$ cat config.mk
export PLATFORM = sky130hd
export DESIGN_NAME = hazard_scoreboard
export DESIGN_NICKNAME = d
export VERILOG_FILES = /design/src/rtl/hazard_pkg.sv /design/src/rtl/hazard_reg_timer.sv /design/src/rtl/hazard_scoreboard.sv
export SDC_FILE = /design/constraint.sdc
export NUM_CORES = 1
export LEC_CHECK = 0
export ABC_CLOCK_PERIOD_IN_PS = 3200
export CAP_MARGIN = 20
export CORE_ASPECT_RATIO = 1.4
export CORE_UTILIZATION = 49
export CTS_CLUSTER_SIZE = 20
export DETAILED_ROUTE_END_ITERATION = 16
export PLACE_DENSITY_LB_ADDON = 0.05
export REMOVE_ABC_BUFFERS = 1
export SETUP_SLACK_MARGIN = 0.05
export SYNTH_ARGS = -nofsm -noshare
export SYNTH_HDL_FRONTEND = slang
export SYNTH_SLANG_ARGS = --single-unit
$ cat constraint.sdc
create_clock -name clk -period 3.2 [get_ports clk]
set_input_delay 0.64 -clock clk [delete_from_list [all_inputs] [get_ports clk]]
set_output_delay 0.64 -clock clk [all_outputs]
set_load 0.01 [all_outputs]
$ cat src/rtl/hazard_pkg.sv
// Shared encodings and limits for the load-use hazard scoreboard.
// Imported by the per-register timer and the scoreboard top.
package hazard_pkg;

    typedef enum logic [1:0] {
        CAUSE_NONE = 2'b00,
        CAUSE_LU   = 2'b01,
        CAUSE_MEM  = 2'b10,
        CAUSE_BOTH = 2'b11
    } stall_cause_e;

    // Countdown width per register; it bounds the legal load latency.
    localparam int TIMER_W      = 3;
    localparam int LOAD_LAT_MIN = 1;
    localparam int LOAD_LAT_MAX = (1 << TIMER_W) - 1;

    function automatic stall_cause_e make_cause(input logic mem_busy, input logic lu);
        return stall_cause_e'({mem_busy, lu});
    endfunction

endpackage

$ cat src/rtl/hazard_reg_timer.sv
// Countdown for one architectural register: reload on load issue, count
// down while the pipeline moves, freeze while memory is busy.
module hazard_reg_timer
    import hazard_pkg::*;
#(
    parameter int LOAD_LAT = 2
) (
    input  logic clk,
    input  logic rst,
    input  logic load_i,
    input  logic hold_i,
    output logic busy_o
);

    logic [TIMER_W-1:0] timer_q, timer_d;

    // NOTE: timer_d gets its hold value first so every path assigns it and no latch is inferred.
    always_comb begin
        timer_d = timer_q;
        if (load_i) begin
            timer_d = TIMER_W'(LOAD_LAT);
        end else if (!hold_i && timer_q != '0) begin
            timer_d = timer_q - TIMER_W'(1);
        end
    end

    // NOTE: state registers use non-blocking assignments so all flops update together at the edge.
    always_ff @(posedge clk) begin
        if (rst) begin
            timer_q <= '0;
        end else begin
            timer_q <= timer_d;
        end
    end

    assign busy_o = (timer_q != '0);

endmodule

$ cat src/rtl/hazard_scoreboard.sv
// Load-use hazard scoreboard: one countdown per register, combinational
// stall/cause generation and a saturating stalled-cycle counter.
module hazard_scoreboard
    import hazard_pkg::*;
#(
    parameter int REG_AW   = 3,
    parameter int LOAD_LAT = 2,
    parameter int CNT_W    = 16,
    parameter bit ZERO_REG = 1'b0
) (
    input  logic                     clk,
    input  logic                     rst,
    input  logic                     ID_valid,
    input  logic [REG_AW-1:0]        ID_rs_addr,
    input  logic                     ID_rs_used,
    input  logic [REG_AW-1:0]        ID_rt_addr,
    input  logic                     ID_rt_used,
    input  logic                     ID_mem_read,
    input  logic [REG_AW-1:0]        ID_wr_addr,
    input  logic                     flush,
    input  logic                     mem_busy,
    output logic                     stall,
    output logic [1:0]               stall_cause,
    output logic [(1<<REG_AW)-1:0]   busy_regs,
    output logic [CNT_W-1:0]         stall_cnt
);

    localparam int NUM_REGS = 1 << REG_AW;

    logic [NUM_REGS-1:0] busy_w;
    logic [NUM_REGS-1:0] load_vec;
    logic                rs_hit, rt_hit, lu, issue;
    logic [CNT_W-1:0]    stall_cnt_q, stall_cnt_d;

    // Register 0 is hardwired when ZERO_REG is set, so it can never be a producer.
    assign rs_hit = ID_rs_used && busy_w[ID_rs_addr] && !(ZERO_REG && ID_rs_addr == '0);
    assign rt_hit = ID_rt_used && busy_w[ID_rt_addr] && !(ZERO_REG && ID_rt_addr == '0);
    assign lu     = ID_valid && (rs_hit || rt_hit);

    assign stall       = lu || mem_busy;
    assign stall_cause = make_cause(mem_busy, lu);
    assign issue       = ID_valid && !stall && !flush;

    always_comb begin
        load_vec = '0;
        if (issue && ID_mem_read && !(ZERO_REG && ID_wr_addr == '0)) begin
            load_vec[ID_wr_addr] = 1'b1;
        end
    end

    for (genvar g = 0; g < NUM_REGS; g++) begin : g_timer
        hazard_reg_timer #(
            .LOAD_LAT (LOAD_LAT)
        ) u_timer (
            .clk    (clk),
            .rst    (rst),
            .load_i (load_vec[g]),
            .hold_i (mem_busy),
            .busy_o (busy_w[g])
        );
    end

    always_comb begin
        stall_cnt_d = stall_cnt_q;
        if (stall && stall_cnt_q != '1) begin
            stall_cnt_d = stall_cnt_q + CNT_W'(1);
        end
    end

    always_ff @(posedge clk) begin
        if (rst) begin
            stall_cnt_q <= '0;
        end else begin
            stall_cnt_q <= stall_cnt_d;
        end
    end

    assign busy_regs = busy_w;
    assign stall_cnt = stall_cnt_q;

endmodule
==> metrics <==
status complete, no violations; top-count cell post-synth dfxtp_1; maximum clock insertion buffer count 2; Storage cell area 801 um2; Critical Path End Type primary output; maxcap violations 0; fin crit period 3070 ps; vias in the first global route 2,182; share of layout cells above drive strength 1 0.144; Syn Inst Count 324; Gate power share 0.575; share of the synthesized area in the top cell type 0.292; Yosys top cell by area dfxtp_1; Layout fillers 500; Via Count 2,286; first-pass GRT wire length 9370 um; DRT Pass-1 Iters 4; Net Sw Frac 0.383; Peak VDD IR 0.284 mV; Die ar. 0.00591 mm2; drt wl/cell 13.1 um; Seq/Total Area, Yosys 0.292; multi-input logic area 0.00172 mm2; largest net degree at the start of global routing 56; final core utilization 0.622; final count of hold timing violations 0; warnings from Yosys 0; internal power 0.00149 W; Post-synth EDFFs 0; Pwr Density 737 mW/mm2; Post-synth top cells dfxtp_1 (40), inv_1 (31), nor2_1 (30); Final HPWL DP 4260 um; clock power share 0.126; H-tree level count 2; total CTS buffers 5; post-route clock skew 2.12 ps; Final Max Tran Viols 0; Post-Syn Area 0.00274 mm2; total gr overflow 0; initial antenna violation count 0; Core ar. 0.00528 mm2; clk_lat worst skew 290 ps; period utilization 0.960; unrepaired setup endpoints after global routing false; DRC violations left 0; Data arrival, critical path 2430 ps; Synth Flop Type dfxtp_1; clk slew on worst S/H paths 70 ps; DIE HEIGHT 90.5 um; layout net count 398; ANT nets after route 0; Synth cell types 48; Die Wd 65.2 um; Leak 1.25 nW; std cell rows 31; sw power 0.000927 W; Post-Place Setup Slack -72.7 ps; Via density 5.34; CP Class input pin to primary output; Worst Hold Class flop to flop; CTS sink cnt 40; Rel. slew slack 0.572; Ports 44; Worst Slack Setup Final 127 ps; Seq pwr share 0.300; GRT Total Usage 0.201; CTS tree done; asr flop ratio synth 0; syn avg cell area 8.47 um2; initial core utilization 0.520; n_diodes 0; crit-path max FO 3; final hold slack 511 ps; register bit count reported by yosys 40; DRT Wirelength 5610 um; Max Clk Rate 325 MHz; Required @ worst endpoint 2560 ps; Setup crit start kind input pin; gpl congestion 0.830; Area growth, synth to finish 19.6%; Port Buf Inserts 43; Starting DRT DRC Count 60; synth top area cells dfxtp_1 (29%), ha_1 (7.8%), xnor2_1 (5.1%), mux2_4 (4.4%), inv_1 (4.2%); Tightest Pin Transition 639 ps; Final TNS setup 0 ps; clk root buf clkbuf_8; final setup violation count 0
-- layer usage --
layer | wire (um) | vias to the layer above | global-route usage
met2 | 2750 | 60 | 0.354
met3 | 289 | 16 | 0.0455
met1 | 2370 | 1042 | 0.220
met5 | 0 | - | 0
li1 | - | 1168 | -
met4 | 203 | 0 | 0.0978
-- timing repair --
action                     in CTS  in global routing
buffers inserted                1                  0
setup endpoints to repair       2                  2
pin swaps                       1                  2
resized for setup               5                  0
hold buffers                    0                  0
-- cell families (layout without fill, tap and decap cells) --
| logic type | Yosys count | after routing | share of synthesized area |
|---|---|---|---|
| AO/OA/AOI/OAI | 52 | 52 | 0.156 |
| AND/OR/NAND/NOR | 134 | 134 | 0.266 |
| buffers and inverters | 50 | 88 | 0.0853 |
| multiplexers | 15 | 15 | 0.0720 |
| adder cells (fa/ha/maj) | 17 | 17 | 0.0775 |
| XOR/XNOR | 16 | 16 | 0.0511 |
| flip-flops | 40 | 40 | 0.292 |
-- state kept, by name, indices dropped and copies added, names as in the netlist --
| register | flops |
|---|---|
| g_timer.u_timer.timer_q | 24 |
| stall_cnt | 16 |
-- placed cells by master (no fill, tap or decap), drive strengths merged, types with 5 or more instances in the layout --
cell type and instances:
clkbuf 5, a21oi 26, clkdlybuf4s50 40, nand2 23
ha 17, inv 31, dfxtp 40, nand3 11
mux2 14, nand2b 5, xnor2 16, nor2b 15
o21ba 8, nor3 16, buf 9, nor2 30
a211oi 6
-- path summary, 6_finish.rpt --
path | startpoint | to | slack (ps) | depth (start not counted)
setup / recovery | ID_rt_addr[1] | stall | 130 | 7
hold / removal | stall_cnt[15] | stall_cnt[15] | 510 | 2
setup reg to reg | g_timer[4].u_timer.timer_q[0] | stall_cnt[6] | 760 | 9
hold reg to reg | stall_cnt[15] | stall_cnt[15] | 510 | 2
-- cell type report --
cell class              count  share of cell area
well taps                  66              0.0252
flip-flops and latches     40               0.244
multi-input cells         234               0.524
clock buffers               5              0.0210
repair buffers             52               0.151
inverters                  31              0.0355
-- critical path, cell delays in order --
cell	delay, ps
clkdlybuf4s50_1	470
or2b_1	270
o2111ai_2	190
o22ai_2	130
o21ai_4	170
nand2_1	70
clkdlybuf4s50_1	480
-- power by group through the flow --
stage | Sequential, W | Combinational [W] | Clock, W
final | 0.000725 | 0.00139 | 0.000304
after global routing | 0.000745 | 0.00156 | 0.000331
after CTS | 0.000727 | 0.00140 | 0.000316
after detailed placement | 0.000738 | 0.00138 | 0
after global placement | 0.000733 | 0.00136 | 0
after floorplan | 0.000720 | 0.000948 | 0
-- through the flow --
step / cells / instance area [um2] / power, W
floorplan: 305 / 2630 / 0.00167
global placement: 422 / 3200 / 0.00209
detailed placement: 422 / 3200 / 0.00212
CTS: 428 / 3280 / 0.00245
global route: 428 / 3280 / 0.00264
finish: 428 / 3280 / 0.00242
Note: power is estimated with default switching activity, not from simulation.
==> edit 1, RTL diff (config.mk and constraints unchanged) <==
The parameter `ZERO_REG` goes from 1'b0 to 1'b1.
--- a/src/rtl/hazard_scoreboard.sv
+++ b/src/rtl/hazard_scoreboard.sv
@@ -7,5 +7,5 @@
     parameter int LOAD_LAT = 2,
     parameter int CNT_W    = 16,
-    parameter bit ZERO_REG = 1'b0
+    parameter bit ZERO_REG = 1'b1
 ) (
     input  logic                     clk,
Check against the original RTL: not equivalent (Yosys sat finds a counterexample within 4 cycles, from zero or initial values and one cycle with rst high).
==> edit 1 against the original RTL <==
  * Worst setup slack improved by 0.087 ns
  * Synthesized cell count fell by 10%
  * Sequential cell count did not move
  * Final area fell by 4.7%
  * Wire length fell by 11%
  * Area after synthesis fell by 7.9%
  * Total power fell by 1.6%
  * Final cell count fell by 6.3%
  * Sequential share of layout area rose by 1.2 points
  * Largest power group unchanged
==> edit 1: results (changes against the original RTL) <==
status: "completed"
fin_nets: 370  # -7.0%
drive_above_1_share: 0.151  # +0.00769
netlist_top_cells_count: "dfxtp_1 (40), nor2_1 (35), inv_1 (23)"
routed_wl_um: 5010  # -11%
yosys-mux-area-fraction: 0.0560  # -0.0161
worstPathArrival_ns: 2.35  # -0.08 ns
skew_ns: 0.00863  # +0.00651 ns
p_seq_frac: 0.297  # -0.003
globalRouteMet1Util: 0.226  # +0.00594
met3_usage: 0.0458  # +0.000357
synth.avg_cell_area_um2: 8.71  # +2.9%
dpl.hpwl_um: 3650  # -14%
place_ws_ns: -0.121  # -0.0481 ns
drt_iter0_markers: 47  # -22%
cpMaxStageDelayCell: "a221o_1"
placedCellCount: 391  # -7.3%
ff2ff_path_depth: 12  # +3
synth_adder_area_share: 0.0842  # +0.00668
viasPerCell: 5.14  # -3.8%
grt.total_usage: 0.196  # -0.00539
grt_pass1_vias: 1926  # -12%
use_met2: 0.349  # -0.00514
leakage_nw: 1.27  # +1.9%
place_congestion: 0.793  # -4.4%
p_seq_mw: 0.707  # -2%
via_count: 2060  # -9.9%
ys_seq_area_frac: 0.317  # +0.0252
irDropWorstVdd_mv: 0.408  # +44%
==> edit 1: cell types whose count changed after synthesis, moves of 5 or more <==
cell	before	now
nand3_1	11	4
and3_1	3	9
o21ba_2	7	1
nor2_1	30	35
nand2_1	23	14
mux2_4	8	0
nor3_1	16	8
inv_1	31	23
==> edit 1: final timing paths <==
path	end	slack [ns]	start
worst min-delay path	g_timer[0].u_timer.timer_q[1]	0.50	g_timer[0].u_timer.timer_q[1]
worst max-delay path	stall	0.21	g_timer[5].u_timer.timer_q[0]
worst max register to register	stall_cnt[4]	0.68	g_timer[5].u_timer.timer_q[0]
worst min register to register	g_timer[0].u_timer.timer_q[1]	0.50	g_timer[0].u_timer.timer_q[1]
==> edit 1: critical path: cells and delay by family, from the launching register on <==
family | cells | cell delay (ns)
buffers and inverters | 4 | 0.54
AND/OR/NAND/NOR | 3 | 0.51
AO/OA/AOI/OAI | 2 | 0.51
adder cells (fa/ha/maj) | 1 | 0.16
flip-flops | 1 | 0.32
==> edit 1: cell type report <==
class | instances | share of cell area
flip-flops and latches | 40 | 0.256
multi-input cells | 207 | 0.486
repair buffers | 58 | 0.173
clock buffers | 7 | 0.0276
well taps | 64 | 0.0256
inverters | 24 | 0.0288
clock inverters | 1 | 0.00240
==> edit 1: timing repair <==
| action | in CTS | in global routing |
|---|---|---|
| setup endpoints to repair | 2 | 1 |
| pin swaps | 1 | 3 |
| setup buffers | 1 | 1 |
| gates resized for setup | 5 | 2 |
==> edit 1: per-layer routing <==
metal  vias up  part of all wire
met5         -                 0
met3         6             0.053
met1       950              0.46
met4         0             0.013
met2        43              0.47
li1       1061                 -
==> edit 2, RTL diff (same flow settings) <==
Made on the original files. Register the output `stall_cnt` once more, with the module's reset; this adds one clock of latency there. The other outputs are not delayed to match.
--- a/src/rtl/hazard_scoreboard.sv
+++ b/src/rtl/hazard_scoreboard.sv
@@ -77,5 +77,11 @@
 
     assign busy_regs = busy_w;
-    assign stall_cnt = stall_cnt_q;
+    always_ff @(posedge clk) begin
+        if (rst) begin
+            stall_cnt <= '0;
+        end else begin
+            stall_cnt <= stall_cnt_q;
+        end
+    end
 
 endmodule
Formal check against the unedited RTL: not equivalent (a bounded check fails within 4 cycles, from zero or initial values and one cycle with rst high).
==> edit 2 against the original RTL <==
  * Combinational power fell by 4%
  * Fmax grew 2.2%
  * Area after synthesis up 9.7%
  * Non-clock buffer count increased by 5
  * Total power up 10%
  * Final area is 10% higher
  * Wire length up 6.3%
  * Clock skew is 0.0062 ns higher
  * Worst setup slack better by 0.067 ns
  * Sequential cell count rose by 16
  * First-iteration DRC count grew 47%
  * Largest cell class unchanged
  * Largest power group unchanged
==> edit 2: results (changes against the original RTL) <==
hp-class: "flop to flop"
postSynth.asyncResetShare: 0  # unchanged
grt_pass1_wl_um: 9400  # +0.29%
hold-path-cell-count: 1  # -1
clk_latency_ns: 0.31  # +0.02 ns
synth_cells: 338  # +4.3%
routed_wl_um: 5960  # +6.3%
slowest_delay_ns: 0.57  # +0.09 ns
drt_iter0_markers: 88  # +47%
grt_max_degree: 38  # -32%
synth_xor_area_frac: 0.0466  # -0.00452
dr_wl_met2_um: 3050  # +11%
synth_compound_gate_area_share: 0.130  # -0.0263
wl_met1_um: 2580  # +8.9%
netlist_top_cells_count: "dfxtp_1 (56), inv_1 (30), nand2_1 (26)"
fillerInstances: 549  # +9.8%
fin_nets: 416  # +4.5%
dpl_cell_area_um2: 3480  # +8.9%
status: "completed"
ys_types: 50  # +4.2%
met3_usage: 0.0435  # -0.00198
synth.area.top_cells: "dfxtp_1 (37%), ha_1 (7.1%), xnor2_1 (4.7%)"
dpl.hpwl_um: 4580  # +7.7%
sw_frac_of_total: 0.356  # -0.0274
ff2ff_path_depth: 11  # +2
place_ws_ns: -0.156  # -0.0831 ns
post-cts-setup-buffer-count: 2  # +1
leakage_nw: 1.41  # +13%
via_count: 2383  # +4.2%
synth_adder_area_share: 0.0707  # -0.00686
startpoint: "ID_rs_addr[1]"
wl_per_cell_um: 13.2  # +0.68%
yosysWarningCount: 0  # unchanged
min_to: "stall_cnt[4]"
wl_met3_um: 232  # -20%
cp_max_fo: 5  # +2
clkTransAtPathRegs_ns: 0.09  # +0.02 ns
irDropWorstVdd_mv: 0.274  # -3.7%
grt.total_usage: 0.195  # -0.00637
grt_pass1_vias: 2180  # -0.092%
reg2reg_from: "g_timer[5].u_timer.timer_q[0]"
final.min_clock_period_ns: 3.01  # -0.0668 ns
min_from: "stall_cnt_q[4]"
cts_resized: 3  # -2
rrSetupSlack_ns: 0.37  # -0.39 ns
ys_seq_area_frac: 0.372  # +0.0806
place_congestion: 0.841  # +1.3%
ys.flop_type: "dfxtp_1"
io_buffers: 43  # unchanged
path_class: "input port to output port"
use_met2: 0.357  # +0.00307
globalRouteMet1Util: 0.207  # -0.0130
yosys-mux-area-fraction: 0.0561  # -0.0159
n_antenna_cell: 0  # unchanged
worstMarginPinSlew_ns: 0.645  # +0.00622 ns
placedCellCount: 442  # +4.7%
hold_ws_ns: 0.507  # -0.00418 ns
drive_above_1_share: 0.110  # -0.0337
r2r_end: "stall_cnt_q[7]"
skew_ns: 0.00832  # +0.00620 ns
-- edit 2: changes by cell type after synthesis, sizes merged, moves of 3 or more --
cell     change
nor2b        +5
dfxtp       +16
o21ai        +7
nor2         -8
nand2        +3
o2111ai      -3
o21ba        -4
a21oi        -6
-- edit 2: cell type report --
class / count / area [µm²] / share of cell area
repair buffers: 57 / 532 / 0.147
multi-input cells: 232 / 1670 / 0.461
well taps: 70 / 87.6 / 0.0242
flip-flops and latches: 56 / 1120 / 0.310
clock buffers: 7 / 96.3 / 0.0266
inverters: 30 / 113 / 0.0311
-- edit 2: power by group through the flow --
| stage | registers [mW] | logic [mW] | clock network, mW |
|---|---|---|---|
| finish | 0.934 | 1.33 | 0.403 |
| global route | 0.952 | 1.51 | 0.450 |
| CTS | 0.934 | 1.34 | 0.423 |
| detailed placement | 0.950 | 1.33 | 0 |
| global placement | 0.947 | 1.30 | 0 |
| floorplan | 0.927 | 0.898 | 0 |
